## config.mk

```make
export PLATFORM = sky130hd
export DESIGN_NAME = alu_issue_ctrl
export DESIGN_NICKNAME = d
export VERILOG_FILES = /design/src/rtl/alu_issue_ctrl.sv
export SDC_FILE = /design/constraint.sdc
export NUM_CORES = 1
export LEC_CHECK = 0
export CAP_MARGIN = 20
export CORE_MARGIN = 3
export CORE_UTILIZATION = 52
export DETAILED_ROUTE_END_ITERATION = 16
export GPL_TIMING_DRIVEN = 0
export PLACE_DENSITY = 0.86
export SYNTH_ARGS = -nofsm -noshare
export SYNTH_HDL_FRONTEND = slang
export SYNTH_SLANG_ARGS = --single-unit
```

## constraint.sdc

```tcl
create_clock -name clk -period 3.6 [get_ports clk]
set_clock_uncertainty 0.1 [all_clocks]
set_input_delay 0.72 -clock clk [delete_from_list [all_inputs] [get_ports clk]]
set_output_delay 0.72 -clock clk [all_outputs]
set_load 0.005 [all_outputs]
```

## src/rtl/alu_issue_ctrl.sv

```systemverilog
// rtl/alu_issue_ctrl.sv - command sequencer for the 3-bit-select combinational ALU
module alu_issue_ctrl #(
   parameter int WIDTH = 32
) (
   input  logic             clk,
   input  logic             rst_n,
   input  logic             cmd_valid,
   output logic             cmd_ready,
   input  logic [3:0]       cmd_op,
   input  logic [WIDTH-1:0] cmd_a,
   input  logic [WIDTH-1:0] cmd_b,
   output logic [WIDTH-1:0] alu_a,
   output logic [WIDTH-1:0] alu_b,
   output logic [2:0]       alu_sel,
   input  logic [WIDTH-1:0] alu_y,
   input  logic             alu_zero,
   output logic             rsp_valid,
   input  logic             rsp_ready,
   output logic [WIDTH-1:0] rsp_y,
   output logic             rsp_zero,
   output logic             rsp_err
);

   typedef enum logic [1:0] {
      IDLE  = 2'd0,
      EXEC1 = 2'd1,
      EXEC2 = 2'd2,
      RESP  = 2'd3
   } state_t;

   localparam logic [3:0] OP_SUB  = 4'd7;
   localparam logic [2:0] SEL_NOP = 3'b000;
   localparam logic [2:0] SEL_ADD = 3'b001;
   localparam logic [WIDTH-1:0] ONE = {{(WIDTH-1){1'b0}}, 1'b1};

   state_t           state;
   logic [3:0]       op_q;
   logic [WIDTH-1:0] a_q;
   logic [WIDTH-1:0] b_q;
   logic [WIDTH-1:0] alu_a_hold;
   logic [WIDTH-1:0] alu_b_hold;
   logic             op_is_sub;

   // Abstract opcode to ALU select; SUB rides on ADD, illegal codes select nothing
   function automatic logic [2:0] encode_op(input logic [3:0] op);
      logic [2:0] sel;
      case (op)
         4'd0:    sel = 3'b001;
         4'd1:    sel = 3'b010;
         4'd2:    sel = 3'b011;
         4'd3:    sel = 3'b100;
         4'd4:    sel = 3'b101;
         4'd5:    sel = 3'b110;
         4'd6:    sel = 3'b111;
         4'd7:    sel = 3'b001;
         default: sel = 3'b000;
      endcase
      return sel;
   endfunction

   assign op_is_sub = (op_q == OP_SUB);
   assign cmd_ready = (state == IDLE);

   // ALU operand/select decode: pass 1 uses the latched command, pass 2 adds the +1 of two's complement
   always_comb begin
      alu_a   = alu_a_hold;
      alu_b   = alu_b_hold;
      alu_sel = SEL_NOP;
      case (state)
         EXEC1: begin
            alu_a   = a_q;
            alu_b   = op_is_sub ? ~b_q : b_q;
            alu_sel = encode_op(op_q);
         end
         EXEC2: begin
            alu_a   = rsp_y;
            alu_b   = ONE;
            alu_sel = SEL_ADD;
         end
         default: begin
            alu_a   = alu_a_hold;
            alu_b   = alu_b_hold;
            alu_sel = SEL_NOP;
         end
      endcase
   end

   // Sequencer FSM with registered response and operand-hold registers
   always_ff @(posedge clk or negedge rst_n) begin
      if (!rst_n) begin
         state      <= IDLE;
         op_q       <= '0;
         a_q        <= '0;
         b_q        <= '0;
         alu_a_hold <= '0;
         alu_b_hold <= '0;
         rsp_valid  <= 1'b0;
         rsp_y      <= '0;
         rsp_zero   <= 1'b0;
         rsp_err    <= 1'b0;
      end else begin
         case (state)
            IDLE: begin
               if (cmd_valid) begin
                  op_q <= cmd_op;
                  a_q  <= cmd_a;
                  b_q  <= cmd_b;
                  if (cmd_op[3]) begin
                     // Illegal opcode: answer directly, the ALU is never exercised
                     rsp_y     <= '0;
                     rsp_zero  <= 1'b1;
                     rsp_err   <= 1'b1;
                     rsp_valid <= 1'b1;
                     state     <= RESP;
                  end else begin
                     state <= EXEC1;
                  end
               end
            end
            EXEC1: begin
               rsp_y      <= alu_y;
               rsp_zero   <= alu_zero;
               rsp_err    <= 1'b0;
               alu_a_hold <= alu_a;
               alu_b_hold <= alu_b;
               if (op_is_sub) begin
                  state <= EXEC2;
               end else begin
                  rsp_valid <= 1'b1;
                  state     <= RESP;
               end
            end
            EXEC2: begin
               rsp_y      <= alu_y;
               rsp_zero   <= alu_zero;
               alu_a_hold <= alu_a;
               alu_b_hold <= alu_b;
               rsp_valid  <= 1'b1;
               state      <= RESP;
            end
            RESP: begin
               if (rsp_ready) begin
                  rsp_valid <= 1'b0;
                  state     <= IDLE;
               end
            end
            default: begin
               rsp_valid <= 1'b0;
               state     <= IDLE;
            end
         endcase
      end
   end

endmodule

```

# After elaboration in Yosys (flattened, before gate mapping)
# Memory sizes are Yosys's and may differ from the RTL's.
# Cells that the tools add are included.
# word_totals
mem_count	1
in_bits	105
register_bits	169
rom_bits	24
# classes
eq_ne	8
mux	20
bitwise	1
n_reduce_logical	9
# mem_list
name	depth	width	rd	rd_ports_with_merged_regs	wr	line_no	text
(no name shown)	8	3	1	0	0	47	case (op)
# op_table
op	n
case mux 32 bit (2 select lines)	3
2-to-1 mux 32 bit	3
NOT 32 bit	1
case mux 2 bit (4 select lines)	1
2-to-1 mux 2 bit	3
!= test 2 bit (second input constant)	3
case mux 3 bit (2 select lines)	1
AND reduction 3 bit	2
2-to-1 mux 1 bit	5
equality test 2 bit (second input constant)	2
equality test 4 x 3 -> 1 bit (second input constant)	1
case mux 1 bit (2 select lines)	2
case mux 1 bit (4 select lines)	1
AND reduction 2 bit	2
AND reduction 4 bit	1
nonzero test 2 bit	2
2-to-1 mux 3 bit	1
equality test 2 x 1 -> 1 bit (second input constant)	1
logical NOT 2 bit	1
!= test 2 x 1 -> 1 bit (second input constant)	1
OR reduction 2 bit	1

# Logic depth before layout (Yosys ltp)
# depth
depth_word	4
depth_mapped	8
ltp_nobuf	5

# Worst setup path after synthesis
# OpenSTA, ideal clock, no wires.
# synth_timing
path_kind	register to output
from	register state[1]
to	output alu_b[0]
arrival_time_ns	1.522
setup_slack_ns	1.258
required_time_ns	2.780
stages_incl_launch_ff	8
path_buffers	2
path_cell_list	dfrtp_1 -> inv_1 -> ha_1 -> buf_2 -> nand2_1 -> clkbuf_1 -> or3_1 -> nand3_1
# synth_between
elab_chain_cells	2
# synth_lines
item	line_no	text
from (decl)	36	state_t state;
from (signal assigned)	91	state <= IDLE;
from (signal assigned)	114	state <= RESP;
from (signal assigned)	116	state <= EXEC1;
equality test 2 bit / equality test 2 x 1 -> 1 bit (equally long branches)	69	case (state)
case mux 32 bit (2 select lines) *	69	
to (decl)	13	output logic [WIDTH-1:0] alu_b,
# Every way passes the cells marked *; elsewhere a longest branch is shown, timed or not.

# Worst setup path after layout
# layout_timing
from	register state[1]
to	output alu_a[4]
# layout_between
elab_chain_cells	2
# layout_lines
item	line_no	text
equality test 2 bit / equality test 2 x 1 -> 1 bit (equally long branches)	69	
case mux 32 bit (2 select lines) *	69	
to (decl)	12	output logic [WIDTH-1:0] alu_a,
# Marks and branches as above.

==> metrics.txt <==
launching instance or port of the critical path state[1]; largest fanout on the critical path 10; setup TNS 0 ns; Synth top area share between 50% and 60%; leakage 4.65 nW; dominant synthesized flop cell sky130_fd_sc_hd__dfrtp_1; max frequency 0.281 GHz; Worst EP required 2.78 ns; most frequent cells after synthesis sky130_fd_sc_hd__dfrtp_1 (169), sky130_fd_sc_hd__nand3_1 (94), sky130_fd_sc_hd__a21oi_1 (67); First DRT Iteration DRCs between 500 and 600; Setup Viol. Count Final 0; count of flip-flops with a built-in enable after synthesis 0; CP Capture Type output pin; instance count of the mapped netlist ~650; power density normalized to cell area between 1000 and 1500 nW/um^2; Slew @ Worst Pin between 0.5 and 0.6 ns; count of final max-slew check failures 0; relative contribution of combinational cells to total power between 50% and 60%; WS Path Type flop to output pin; gr usage total 26.7%; via count of the first global-routing pass ~6400; cell chosen for the clock root sky130_fd_sc_hd__clkbuf_16; maximum number of buffers from clock root to sink 2; Placeable Area about 14000 um^2; Mapped Avg Cell Area approximately 11 um^2; most frequent cell after synthesis sky130_fd_sc_hd__dfrtp_1; number of unique standard cell types used by synthesis 35; TritonCTS clock tree done; fraction of final layout cells sized beyond drive strength 1 about 16%; Tmin final between 3 and 4 ns; wire length per cell after detailed routing about 20 um; total routed wirelength approximately 21000 um; die height 126 um; grt total ovfl 0; clock buffers created by TritonCTS 17; H-tree levels 4; power spent charging and discharging nets 0.00433 W; sequential power share between 20% and 30%; cell type with the highest aggregate area in the netlist sky130_fd_sc_hd__dfrtp_1; worst rel slew slack between 60 and 70%; final core occ roughly three quarters; DRC 0; die width around 130 um; die area about 16000 um^2; source-to-sink clock delay at the later pin of the worst-skew pair ~0.42 ns; Hold Slack 0.133 ns; Detailed Place HPWL between 15000 and 20000 um; FF+latch count, synth about 170; share of the clock period used by the worst path after layout between 90 and 100%; internal power consumption 0.00737 W; Inserted Diodes 0; Critical Path AT approximately 2.7 ns; kind of start point of the critical path flop; largest net degree at the start of global routing 102; initial cell density of the core a little over half; port buffer count around 210; number of hold violations in the final report 0; remaining number of nets flagged by the antenna check after routing 0; origin of the critical flop-to-flop path state[0]; status completed; number of cell instances on the worst register-to-register path 7; cell row count 43; Synth area leaders sky130_fd_sc_hd__dfrtp_1 (57%), sky130_fd_sc_hd__mux2_2 (9.1%), sky130_fd_sc_hd__nand3_1 (6.3%); antenna violations before repair 0; synth-to-layout area growth 40.2%; Worst R2R End rsp_y[19]; post-layout net count about 1000; ys async rst share between 90% and 100%; least setup slack across all paths after layout 0.0388 ns; post-place setup slack around 0.26 ns; Clk pwr share 16.1%; total clock sinks 169; Max Cap Viol 0; Via-to-Cell Ratio 5.88; maximum ir drop on the vdd rail between 0.5 and 0.6 mV; clock slew at the register clock pins of the worst setup and hold paths approximately 0.060 ns; type of the most critical hold path input port to asynchronous set/reset pin; global-route wire length before repair 33400 um; post-synthesis instance area roughly 7500 um^2; I/O pin total 208; Post-CTS Hold Buffers 0; Seq/Total Area, Yosys approximately 57%; first-pass detailed-route iteration total 7; Sw Ratio between 30% and 40%; post-synth net total 763; count of synthesis-stage warnings from yosys 0; total via count in the routed design ~6300; destination of the critical timing path alu_a[4]; routability cong. between 0.8 and 0.9; R2R setup slack around 1.5 ns
==> kinds of logic after synthesis <==
group,synth area share (%)
adders and majority gates,1.17
AOI/OAI and AO/OA,12.9
xor gates and xnor gates,0.117
muxes,10.7
and+or+nand+nor,14.5
DFF,56.7
buffers and inverters,3.86
==> metrics by stage <==
stage	std cells	cell area (um^2)	total power, W
after floorplan	651	7460	0.00658
after global placement	1038	9750	0.00942
after detailed placement	1039	9790	0.00965
after CTS	1070	10400	0.0117
after global routing	1070	10500	0.0124
final	1070	10500	0.0117
==> power groups by stage <==
stage,Combinational [W],Sequential (W),Clock (W)
after floorplan,0.00335,0.00322,0
after global placement,0.00612,0.00330,0
after detailed placement,0.00630,0.00335,0
after CTS,0.00644,0.00333,0.00190
after global routing,0.00699,0.00343,0.00197
final,0.00648,0.00334,0.00188
==> registers in the layout (all words and copies together), names as in the netlist <==
| name | flops |
|---|---|
| a_q | 32 |
| alu_a_hold | 32 |
| alu_b_hold | 32 |
| b_q | 32 |
| rsp_y | 32 |
| op_q | 4 |
| state | 2 |
| rsp_err | 1 |
| rsp_valid | 1 |
| rsp_zero | 1 |
==> timing repair <==
action	CTS	global route
buffers inserted	0	0
setup endpoints to repair	62	44
resized for setup	15	23
==> per-layer routing <==
layer	GRT usage, %	vias up	part of all wire (%)
li1	-	2823	-
met1	33.5	3090	40
met2	44.7	332	49
met3	6.91	49	8.0
met4	10.6	0	3.0
met5	0	-	0
==> final cells by class <==
class / count / area (um^2)
clock inverters: 5 / 81.3
plain buffers: 52 / 312
flip-flops and latches: 169 / 4230
fillers: 886 / 3480
repair buffers: 208 / 2100
clock buffers: 26 / 539
inverters: 5 / 18.8
well taps: 180 / 225
multi-input cells: 425 / 2940
==> critical path: stages, from the launching register on <==
cell	delay, ns
sky130_fd_sc_hd__dfrtp_1	0.41
sky130_fd_sc_hd__inv_1	0.12
sky130_fd_sc_hd__ha_1	0.25
sky130_fd_sc_hd__buf_2	0.28
sky130_fd_sc_hd__buf_2	0.33
sky130_fd_sc_hd__a22oi_1	0.13
sky130_fd_sc_hd__a21oi_1	0.24
sky130_fd_sc_hd__clkdlybuf4s50_1	0.56
==> cell usage in the layout (no fill, tap or decap), types with 3 or more instances in the layout <==
cell type	netlist	final
sky130_fd_sc_hd__clkbuf_16	0	17
sky130_fd_sc_hd__inv_1	5	5
sky130_fd_sc_hd__a21oi_1	67	67
sky130_fd_sc_hd__buf_6	6	7
sky130_fd_sc_hd__nor2_1	34	34
sky130_fd_sc_hd__nor2b_1	5	5
sky130_fd_sc_hd__mux2_2	60	60
sky130_fd_sc_hd__buf_1	11	3
sky130_fd_sc_hd__or3_1	31	31
sky130_fd_sc_hd__a22oi_1	32	32
sky130_fd_sc_hd__ha_1	7	7
sky130_fd_sc_hd__clkdlybuf4s50_1	0	206
sky130_fd_sc_hd__nand3_1	94	94
sky130_fd_sc_hd__a22o_1	32	32
sky130_fd_sc_hd__buf_4	2	5
sky130_fd_sc_hd__clkbuf_8	0	8
sky130_fd_sc_hd__mux2_1	9	9
sky130_fd_sc_hd__buf_2	17	22
sky130_fd_sc_hd__clkbuf_2	0	8
sky130_fd_sc_hd__dfrtp_1	169	169
sky130_fd_sc_hd__nand2b_1	32	32
sky130_fd_sc_hd__clkbuf_1	16	6
==> how the worst min path moves through the flow <==
stage	cells past startpoint	end	startpoint
floorplan	0	a_q[0]	rst_n
global placement	2	alu_b_hold[5]	alu_b_hold[5]
detailed placement	2	alu_b_hold[1]	alu_b_hold[1]
CTS	1	rsp_y[4]	rst_n
global route	1	rsp_y[4]	rst_n
finish	1	rsp_y[4]	rst_n
Note: power is estimated with default switching activity, not from simulation.
